**src/rtl/output_port_scheduler_if.sv**
```systemverilog
// Crossbar request/grant bundle between input-port requesters and the output-port scheduler.
interface output_port_scheduler_if #(
  parameter int NUM_REQ = 5,
  parameter int NUM_VC  = 4
);
  localparam int VC_W = (NUM_VC > 1) ? $clog2(NUM_VC) : 1;

  logic [NUM_REQ-1:0]      req;
  logic [VC_W*NUM_REQ-1:0] req_vc;
  logic [NUM_REQ-1:0]      req_head;
  logic [NUM_REQ-1:0]      req_tail;
  logic [NUM_VC-1:0]       credit_in;
  logic [NUM_REQ-1:0]      gnt;
  logic [VC_W-1:0]         gnt_vc;
  logic [NUM_VC-1:0]       vc_avail;
  logic                    credit_err;

  modport master (
    output req, req_vc, req_head, req_tail, credit_in,
    input  gnt, gnt_vc, vc_avail, credit_err
  );

  modport slave (
    input  req, req_vc, req_head, req_tail, credit_in,
    output gnt, gnt_vc, vc_avail, credit_err
  );
endinterface

```
**src/rtl/output_port_scheduler.sv**
```systemverilog
// Output-port scheduler: per-VC credit/ownership tracking plus round-robin crossbar grant.
// Optional macro OSCHED_CREDIT_LOOKAHEAD_EN lets a same-cycle credit return satisfy a zero-credit VC.

module osched_vc #(
  parameter int CREDITS = 4,
  parameter int IDX_W   = 3,
  parameter int CW      = $clog2(CREDITS + 1)
) (
  input  logic             clk,
  input  logic             rstn,
  input  logic             take,
  input  logic             take_head,
  input  logic             take_tail,
  input  logic [IDX_W-1:0] take_idx,
  input  logic             ret,
  output logic [CW-1:0]    credit_q,
  output logic             avail_q,
  output logic [IDX_W-1:0] owner_q,
  output logic             ovf
);
  logic [CW-1:0]    credit_d;
  logic             avail_d;
  logic [IDX_W-1:0] owner_d;

  always_comb begin
    credit_d = credit_q;
    avail_d  = avail_q;
    owner_d  = owner_q;
    ovf      = 1'b0;
    if (take && !ret) begin
      credit_d = credit_q - CW'(1);
    end else if (ret && !take) begin
      // A return into a full buffer is dropped and flagged.
      if (credit_q == CW'(CREDITS)) ovf = 1'b1;
      else                          credit_d = credit_q + CW'(1);
    end
    if (take && take_head && !take_tail) begin
      avail_d = 1'b0;
      owner_d = take_idx;
    end else if (take && take_tail && !take_head) begin
      avail_d = 1'b1;
    end
  end

  always_ff @(posedge clk) begin
    if (!rstn) begin
      credit_q <= CW'(CREDITS);
      avail_q  <= 1'b1;
      owner_q  <= '0;
    end else begin
      credit_q <= credit_d;
      avail_q  <= avail_d;
      owner_q  <= owner_d;
    end
  end
endmodule

module output_port_scheduler #(
  parameter int NUM_REQ = 5,
  parameter int NUM_VC  = 4,
  parameter int CREDITS = 4
) (
  input logic                   clk,
  input logic                   rstn,
  output_port_scheduler_if.slave bus
);
  localparam int VC_W  = (NUM_VC > 1) ? $clog2(NUM_VC) : 1;
  localparam int IDX_W = (NUM_REQ > 1) ? $clog2(NUM_REQ) : 1;
  localparam int CW    = $clog2(CREDITS + 1);

  logic [NUM_REQ-1:0][VC_W-1:0] rvc;
  logic [NUM_VC-1:0][CW-1:0]    credit_q;
  logic [NUM_VC-1:0][IDX_W-1:0] owner_q;
  logic [NUM_VC-1:0]            avail_q, has_credit, vc_take, ovf;
  logic [NUM_REQ-1:0]           elig, gnt;
  logic [IDX_W-1:0]             ptr_q, ptr_d, win;
  logic [VC_W-1:0]              gnt_vc;
  logic                         found, credit_err_q, credit_err_d;
  int                           rr_idx;

  assign rvc = bus.req_vc;

  always_comb begin
    for (int v = 0; v < NUM_VC; v++) begin
`ifdef OSCHED_CREDIT_LOOKAHEAD_EN
      has_credit[v] = (credit_q[v] != '0) || bus.credit_in[v];
`else
      has_credit[v] = (credit_q[v] != '0);
`endif
    end
  end

  // Heads need a free VC; body/tail flits may only follow on the VC their packet owns.
  always_comb begin
    for (int i = 0; i < NUM_REQ; i++) begin
      elig[i] = rstn && bus.req[i] && has_credit[rvc[i]] &&
                (bus.req_head[i] ? avail_q[rvc[i]]
                                 : (!avail_q[rvc[i]] && owner_q[rvc[i]] == IDX_W'(i)));
    end
  end

  always_comb begin
    found  = 1'b0;
    win    = '0;
    rr_idx = 0;
    for (int k = 0; k < NUM_REQ; k++) begin
      rr_idx = int'(ptr_q) + k;
      if (rr_idx >= NUM_REQ) rr_idx = rr_idx - NUM_REQ;
      if (!found && elig[rr_idx]) begin
        found = 1'b1;
        win   = IDX_W'(rr_idx);
      end
    end
    gnt     = '0;
    gnt_vc  = '0;
    vc_take = '0;
    ptr_d   = ptr_q;
    if (found) begin
      gnt[win]        = 1'b1;
      gnt_vc          = rvc[win];
      vc_take[gnt_vc] = 1'b1;
      ptr_d           = (win == IDX_W'(NUM_REQ - 1)) ? '0 : win + IDX_W'(1);
    end
  end

  for (genvar v = 0; v < NUM_VC; v++) begin : g_vc
    osched_vc #(.CREDITS(CREDITS), .IDX_W(IDX_W), .CW(CW)) u_vc (
      .clk       (clk),
      .rstn      (rstn),
      .take      (vc_take[v]),
      .take_head (bus.req_head[win]),
      .take_tail (bus.req_tail[win]),
      .take_idx  (win),
      .ret       (bus.credit_in[v]),
      .credit_q  (credit_q[v]),
      .avail_q   (avail_q[v]),
      .owner_q   (owner_q[v]),
      .ovf       (ovf[v])
    );
  end

  assign credit_err_d = credit_err_q | (|ovf);

  always_ff @(posedge clk) begin
    if (!rstn) begin
      ptr_q        <= '0;
      credit_err_q <= 1'b0;
    end else begin
      ptr_q        <= ptr_d;
      credit_err_q <= credit_err_d;
    end
  end

  assign bus.gnt        = gnt;
  assign bus.gnt_vc     = gnt_vc;
  assign bus.vc_avail   = avail_q;
  assign bus.credit_err = credit_err_q;
endmodule

```
**src/flat_wrapper.sv**
```systemverilog
// flat-port wrapper written by rule: the top's interface ports become plain ports
module output_port_scheduler_flat 
#(
  parameter int NUM_REQ = 5,
  parameter int NUM_VC  = 4,
  parameter int CREDITS = 4
)
  (clk, rstn, bus_req, bus_req_vc, bus_req_head, bus_req_tail, bus_credit_in, bus_gnt, bus_gnt_vc, bus_vc_avail, bus_credit_err);
  output_port_scheduler_if #(.NUM_REQ(NUM_REQ), .NUM_VC(NUM_VC)) bus_i ();
  input logic clk;
  input logic rstn;
  input wire logic [$bits(bus_i.req)-1:0] bus_req;
  input wire logic [$bits(bus_i.req_vc)-1:0] bus_req_vc;
  input wire logic [$bits(bus_i.req_head)-1:0] bus_req_head;
  input wire logic [$bits(bus_i.req_tail)-1:0] bus_req_tail;
  input wire logic [$bits(bus_i.credit_in)-1:0] bus_credit_in;
  output wire logic [$bits(bus_i.gnt)-1:0] bus_gnt;
  output wire logic [$bits(bus_i.gnt_vc)-1:0] bus_gnt_vc;
  output wire logic [$bits(bus_i.vc_avail)-1:0] bus_vc_avail;
  output wire logic [$bits(bus_i.credit_err)-1:0] bus_credit_err;
  assign bus_i.req = bus_req;
  assign bus_i.req_vc = bus_req_vc;
  assign bus_i.req_head = bus_req_head;
  assign bus_i.req_tail = bus_req_tail;
  assign bus_i.credit_in = bus_credit_in;
  assign bus_gnt = bus_i.gnt;
  assign bus_gnt_vc = bus_i.gnt_vc;
  assign bus_vc_avail = bus_i.vc_avail;
  assign bus_credit_err = bus_i.credit_err;
  output_port_scheduler #(.NUM_REQ(NUM_REQ), .NUM_VC(NUM_VC), .CREDITS(CREDITS)) u_core (.clk(clk), .rstn(rstn), .bus(bus_i));
endmodule
```
**config.mk**
```make
export PLATFORM = sky130hd
export DESIGN_NAME = output_port_scheduler_flat
export DESIGN_NICKNAME = d
export VERILOG_FILES = /design/src/rtl/output_port_scheduler_if.sv /design/src/rtl/output_port_scheduler.sv /design/src/flat_wrapper.sv
export SDC_FILE = /design/constraint.sdc
export NUM_CORES = 1
export LEC_CHECK = 0
export CORE_UTILIZATION = 53
export CTS_CLUSTER_DIAMETER = 30
export DETAILED_ROUTE_END_ITERATION = 10
export PLACE_DENSITY = 0.78
export SLEW_MARGIN = 20
export SYNTH_ARGS = -nofsm -noshare
export SYNTH_HDL_FRONTEND = slang
export SYNTH_SLANG_ARGS = --single-unit
```
**constraint.sdc**
```tcl
create_clock -name clk -period 5.3 [get_ports clk]
set_input_delay 1.06 -clock clk [delete_from_list [all_inputs] [get_ports clk]]
set_output_delay 1.06 -clock clk [all_outputs]
set_load 0.02 [all_outputs]
```
==> summary.md, run 1 <==
| Metric | Value |
|---|---|
| CP Launch Point | bus_req_vc[4] |
| Antenna violations before repair | 0 |
| Outcome | finished with violations |
| GRT Total Usage | 39.4% |
| Die area | 0.00793 mm² |
| Mapped Nets | 548 |
| Mux cell area share after synthesis | 4.46% |
| CTS Hold Bufs | 0 |
| Hold Path Depth | 2 |
| Crit-path cells | clkbuf_2, nor4b_1, or4b_4, o2111ai_4, or4_1, and3b_2, nand2_4, buf_4, nor3b_4, o31a_1, o211ai_1, a22oi_2, buf_4, nor2_4, buf_6 |
| Cells after Synth | 493 |
| Met2 wire length | 8.16 mm |
| Final Core Density | 86.8% |
| Routed metal-1 wirelength | 6.09 mm |
| Vias/cell | 6.79 |
| Reg2Reg Depth | 21 |
| Via count | 5,239 |
| EDFF count, synth | 0 |
| Hold WS | 0.563 ns |
| Share of layout cells above drive strength 1 | 44.9% |
| Die H | 89.0 µm |
| Met3 WL | 1.82 mm |
| Crit-path max cell delay | 0.54 ns |
| Top layer reached by signal wires | met4 |
| Dpl hpwl | 11.7 mm |
| Worst path depth | 15 |
| Ys async rst share | 0% |
| Clock Skews | 0.0121 ns |
| I/O Buffers | 42 |
| Critical Path RT | 4.24 ns |
| Post-Syn Area | 0.00401 mm² |
| Post-synth top area share | 16.0% |
| H-tree levels | 2 |
| WS Path Type | primary input to output port |
| CTS tree | built |
| Starting Density | 55.0% |
| GPL Wtd Cong | 0.997 |
| Post-DR wirelength/cell | 22.2 µm |
| Post-synthesis adder-cell area fraction | 8.42% |
| Num CTS Buffers | 5 |
| CP Data Arrival Time | 4.31 ns |
| Worst slew pin tran | 0.662 ns |
| I/O pins | 43 |
| Slew Viols, Final | 0 |
| Later-pin clock latency in the skew report | 0.29 ns |
| Startpoint types | primary input |
| RSZ-0062 raised after global routing | yes |
| Compound-Gate Fraction of Synth Area | 32.6% |
| Ratio of final minimum period to clock period | 101% |
| Clk slew on worst S/H paths | 0.07 ns |
| Number of global-route vias before repair | 4,738 |
| Failing checks | setup timing |
| Maximum clock rate | 0.186 GHz |
| Fin crit period | 5.37 ns |
| Area contributors post-synth | dfxtp_1 16%, ha_1 5.9%, a21oi_1 4.2% |
| Most area-hungry cell type in the Yosys netlist | dfxtp_1 |
| Post-Synth XOR/XNOR Area | 4.11% |
| Hold Startpoint | u_core.g_vc[1].u_vc.owner_q[0] |
| Largest family of logic cells by synthesized area | compound AO/OA/AOI/OAI gates |
| Max_slew headroom | 55.5% |
| Mean Syn Cell Area | 8.14 µm² |
| DR DRC count | 0 |
| Setup violators final | 4 |
| Family with the most delay on the worst path | simple AND/OR/NAND/NOR gates |
| Worst Hold Class | flip-flop to flip-flop |
| CP dominant cell by count | buf_4 |
| Router iterations before antenna repair | 8 |
| Nets | 727 |
| Largest net degree at the start of global routing | 18 |
| Critical register-to-register path startpoint | u_core.ptr_q[1] |
| Fin. Hold Viols | 0 |
| Core Box Area | 0.00729 mm² |
| Crit end category | output port |
| CP bufs+invs | 4 |
| Simple-Gate Fraction of Synth Area | 28.0% |
| Yosys reg bits | 32 |
| Detailed router's first-iteration violation count | 600 |
| Post-synth top flop | dfxtp_1 |
| Final wirelength | 17.2 mm |
| Die width | 89.0 µm |
| Clk root buf | clkbuf_8 |
| # diodes | 0 |
| Clk sinks | 32 |
| # rows | 31 |
| Max Cap Viol | 0 |
| Sequential area share after synthesis | 16.0% |
| GRT overflow | 0 |
| Clock tree buffer depth | 2 |
| Peak fanout along the critical path | 5 |
| Wire length of the first global-routing pass | 23.7 mm |
| Worst path slowest cell | or4_1 |
| Final WS setup | -0.0698 ns |
| Synth unique cells | 98 |
| P&R area growth vs syn | 57.7% |
| Post-route ant nets | 0 |
| Yosys warns | 0 |
[stage by stage]
stage               instance area, µm²  TNS [ns]  setup WS [ns]  instances
global route                      6330    -0.818         -0.174        772
CTS                               5810         0        0.00498        759
floorplan                         4020         0         0.0319        493
finish                            6330    -0.188        -0.0698        772
global placement                  5340    -13.68         -0.886        734
detailed placement                5340    -14.01         -0.867        734
[cells by family after synthesis]
kind of cell,Yosys count
fa+ha+maj,24
xor+xnor,18
mux,14
flops,32
buf+inv,52
simple gates,187
compound gates,166
[Yosys cell counts, drive strengths merged (4+ instances only)]
cell     number
o32ai         4
o21ai        25
nor2         42
dfxtp        32
a22oi         6
nor3b         5
mux2i        10
nor4b        11
a21oi        36
nor2b         6
a211oi       14
a211o         4
inv          32
xnor2         8
ha           19
o31ai        12
or4           5
buf          15
or2           4
xor2         10
nor3         30
o22ai         5
a31oi         4
o211ai       10
o2111ai       4
nor4          9
nand2        34
o311ai        8
or4b          7
fa            5
nand3        14
[what timing repair did]
action,in CTS,in global routing
pin swaps,31,52
setup endpoints to repair,20,20
setup buffers,17,15
gates resized for setup,94,116
[sequential cells by signal, indices dropped and copies added, names as in the netlist]
signal and cells:
u_core.g_vc.u_vc.avail_q 4, u_core.bus.credit_err 1, u_core.ptr_q 3, u_core.g_vc.u_vc.credit_q 12, u_core.g_vc.u_vc.owner_q 12
[path summary, 6_finish.rpt]
path | to | slack [ns]
worst min register to register | u_core.g_vc[1].u_vc.owner_q[0] | 0.56
worst min-delay path | u_core.g_vc[1].u_vc.owner_q[0] | 0.56
worst max register to register | u_core.g_vc[3].u_vc.credit_q[2] | 0.05
worst max-delay path | bus_gnt_vc[1] | -0.07
[worst min-delay path, stage by stage (launching register included)]
cell,delay [ns]
dfxtp_1,0.37
nand2_1,0.09
o21ai_1,0.06
[placed cells by master, fill, tap and decap left out, types with 6 or more instances in the layout]
cell type,n
buf_4,138
o211ai_1,10
a211oi_1,7
o21ai_0,12
a21oi_1,30
a211oi_2,6
nor2b_1,6
dfxtp_1,32
clkbuf_8,7
nor2_1,31
nor2_2,6
o21ai_1,9
buf_6,13
clkdlybuf4s50_1,20
nor3_2,7
inv_1,27
o31ai_1,6
nand3_1,13
mux2i_1,10
nor3_1,17
nor4b_1,8
nand2_1,26
xor2_1,9
xnor2_1,6
nor3_4,6
ha_1,15
[layout make-up]
cell class	instances	area (µm²)
Clock buffer	7	96.3
Clock inverter	1	30.0
Fill cell	395	963
Inverter	34	133
Multi-Input combinational cell	409	3730
Sequential cell	32	641
Tap cell	99	124
Timing Repair Buffer	190	1580
[layer usage]
layer	GRT usage, %	vias to the layer above
met5	0	-
met1	46.6	2446
met4	20.3	0
met2	68.3	413
met3	7.20	117
li1	-	2263
Power of run 1 is not shown: default switching activity piles up to over one toggle a cycle in this logic, so the estimate is an artifact.
==> inputs of run 2 (changes only) <==
--- a/config.mk
+++ b/config.mk
@@ -7,6 +7,7 @@
 export LEC_CHECK = 0
 export CORE_UTILIZATION = 53
 export CTS_CLUSTER_DIAMETER = 30
+export CTS_CLUSTER_SIZE = 28
 export DETAILED_ROUTE_END_ITERATION = 10
 export PLACE_DENSITY = 0.78
 export SLEW_MARGIN = 20
==> results of run 2 <==
Same layout as run 1: the final DEF is identical, and so are final timing and power.
Power of run 2 is left out for the same reason.
==> inputs of run 3 (changes only) <==
--- a/config.mk
+++ b/config.mk
@@ -5,11 +5,13 @@
 export SDC_FILE = /design/constraint.sdc
 export NUM_CORES = 1
 export LEC_CHECK = 0
+export ABC_AREA = 1
+export CORE_MARGIN = 5
 export CORE_UTILIZATION = 53
 export CTS_CLUSTER_DIAMETER = 30
 export CTS_CLUSTER_SIZE = 28
 export DETAILED_ROUTE_END_ITERATION = 10
-export PLACE_DENSITY = 0.78
+export PLACE_DENSITY = 0.79
 export SLEW_MARGIN = 20
 export SYNTH_ARGS = -nofsm -noshare
 export SYNTH_HDL_FRONTEND = slang
==> summary.md, run 3 <==
| Metric | Value |
|---|---|
| # diodes | 0 |
| Commonest cells post-synth | 166 x nand2_1, 113 x nand3_1, 87 x inv_1 |
| Final setup TNS | 0 ns |
| Crit-path max cell delay | 0.46 ns |
| Number of global-route vias before repair | 4,465 |
| Most common cell after layout, fill and taps aside | nand2_1 |
| Core Box Area | 0.00718 mm² |
| Post-route ant nets | 0 |
| Die width | 95.3 µm |
| Area contributors post-synth | dfxtp_1 17%, nand2_1 16%, nand3_1 15% |
| I/O pins | 43 |
| Vias/cell | 5.44 |
| Max_slew headroom | 65.0% |
| Sequential area share after synthesis | 16.6% |
| DR DRC count | 0 |
| Fin crit period | 5.06 ns |
| Clock tree buffer depth | 2 |
| Clk slew on worst S/H paths | 0.06 ns |
| Worst Hold Class | flip-flop to flip-flop |
| EDFF count, synth | 0 |
| I/O Buffers | 42 |
| Most area-hungry cell type in the Yosys netlist | dfxtp_1 |
| Slew Viols, Final | 0 |
| Antenna violations before repair | 0 |
| Largest regs | u_core.g_vc.u_vc.credit_q x12, u_core.g_vc.u_vc.owner_q x12, u_core.g_vc.u_vc.avail_q x4 |
| Outcome | complete, no violations |
| Count leader, synth | nand2_1 |
| GRT Total Usage | 28.2% |
| Family with the most delay on the worst path | simple AND/OR/NAND/NOR gates |
| Fin. Hold Viols | 0 |
| Num CTS Buffers | 5 |
| GPL Wtd Cong | 1.06 |
| CP bufs+invs | 6 |
| P&R area growth vs syn | 26.0% |
| Worst slew pin tran | 0.523 ns |
| CP dominant cell by count | nand2_1 |
| CP Data Arrival Time | 4.00 ns |
| Nets | 804 |
| Post-DR wirelength/cell | 14.5 µm |
| Critical Path RT | 4.24 ns |
| WS Path Type | primary input to output port |
| Clock Skews | 0.00516 ns |
| Clk sinks | 32 |
| Crit-path cells | clkdlybuf4s50_1, inv_1, nand2_1, nand3_1, nand2_1, nand2_1, nand4_1, nor2_1, nand2_1, nor2_1, inv_1, nand2_2, nand3_1, nand3_1, nand2_1, nand3_4, nand2_4, buf_12, buf_4, nor2_1, clkdlybuf4s15_1 |
| Setup violators final | 0 |
| Clk root buf | clkbuf_8 |
| Later-pin clock latency in the skew report | 0.29 ns |
| Worst path slowest cell | clkdlybuf4s50_1 |
| Die area | 0.00908 mm² |
| Via count | 4,620 |
| CTS tree | built |
| Post-Syn Area | 0.00386 mm² |
| Detailed router's first-iteration violation count | 319 |
| Peak fanout along the critical path | 7 |
| Share of layout cells above drive strength 1 | 17.5% |
| Largest net degree at the start of global routing | 24 |
| Yosys reg bits | 32 |
| Synth unique cells | 39 |
| Mean Syn Cell Area | 5.86 µm² |
| # rows | 31 |
| Mapped Nets | 713 |
| Die H | 95.3 µm |
| Post-synth top area share | 16.6% |
| Ratio of final minimum period to clock period | 95.4% |
| H-tree levels | 2 |
| Cells after Synth | 658 |
| Max Cap Viol | 0 |
| GRT overflow | 0 |
| Wire length of the first global-routing pass | 20.2 mm |
| Most frequent cells in the layout | 164 x nand2_1, 113 x nand3_1, 86 x inv_1 |
| Dpl hpwl | 10.3 mm |
| Final wirelength | 12.3 mm |
| Post-synth top flop | dfxtp_1 |
| Starting Density | 53.8% |
| CTS Hold Bufs | 0 |
| Crit end category | output port |
| Ys async rst share | 0% |
| Router iterations before antenna repair | 6 |
| Maximum clock rate | 0.198 GHz |
| Startpoint types | primary input |
| Yosys warns | 0 |
-- run 3: changes by cell type after synthesis, moves of 9 or more --
cell and delta:
nand4_1 +10, nor2_1 +48, nor4b_1 -11, mux2i_1 -10, o211ai_1 -9, o31ai_1 -9
nor3_1 -23, nand2_1 +134, inv_1 +58, nand3_1 +99, a211oi_1 -9
-- run 3: repair_timing --
item                                    in CTS  in global routing
buffers inserted                             0                  0
gates resized for setup                      8                 16
endpoints found under the setup margin       6                 13
-- run 3: worst register-to-register path: cells and delay by family (launching register included) --
family | cells | cell delay (ns)
fa+ha+maj | 4 | 1.17
simple gates | 18 | 2.11
buf+inv | 6 | 0.56
compound gates | 3 | 0.45
flops | 1 | 0.45
-- run 3: logic make-up (layout without fill, tap and decap cells) --
kind of cell,Yosys count,after routing,share of synthesized area [%]
XOR/XNOR,6,6,1.56
AO/OA/AOI/OAI,65,65,9.37
AND/OR/NAND/NOR,420,420,51.7
adder cells (fa/ha/maj),24,24,8.76
flip-flops,32,32,16.6
buffers and inverters,111,203,12.0
-- run 3: cell type report --
type	count	area (µm²)
Multi-Input combinational cell	515	2780
Fill cell	673	2310
Timing Repair Buffer	99	848
Sequential cell	32	641
Inverter	96	360
Tap cell	99	124
Clock buffer	5	68.8
Clock inverter	3	42.5
-- run 3: metrics by stage --
step / hold slack, ns / utilization, % / instance area [µm²] / std cells / setup WS [ns]
3_5_place_dp: 0.462 / 66.0 / 4740 / 841 / -0.177
3_3_place_gp: 0.453 / 66.0 / 4740 / 841 / -0.160
6_report: 0.477 / 67.8 / 4860 / 849 / 0.244
2_1_floorplan: 0.444 / - / 3860 / 658 / 0.824
4_1_cts: 0.477 / 67.5 / 4840 / 849 / 0.0696
5_1_grt: 0.502 / 67.8 / 4860 / 849 / -0.00399
-- run 3: path summary, 6_finish.rpt --
check | start | slack (ns) | end | cells after the start
min reg2reg | u_core.g_vc[0].u_vc.credit_q[0] | 0.48 | u_core.g_vc[0].u_vc.credit_q[0] | 1
min | u_core.g_vc[0].u_vc.credit_q[0] | 0.48 | u_core.g_vc[0].u_vc.credit_q[0] | 1
max | bus_req_vc[8] | 0.24 | bus_gnt[1] | 21
max reg2reg | u_core.ptr_q[1] | 0.50 | u_core.g_vc[0].u_vc.credit_q[2] | 31
-- run 3: metal layers --
layer / up-vias / part of all wire (%) / track usage, %
met1: 2120 / 42 / 35.8
met3: 29 / 7.2 / 3.31
met5: - / 0 / 0
met4: 0 / 2.2 / 8.41
li1: 2296 / - / -
met2: 175 / 48 / 49.6
Power of run 3 is left out for the same reason.
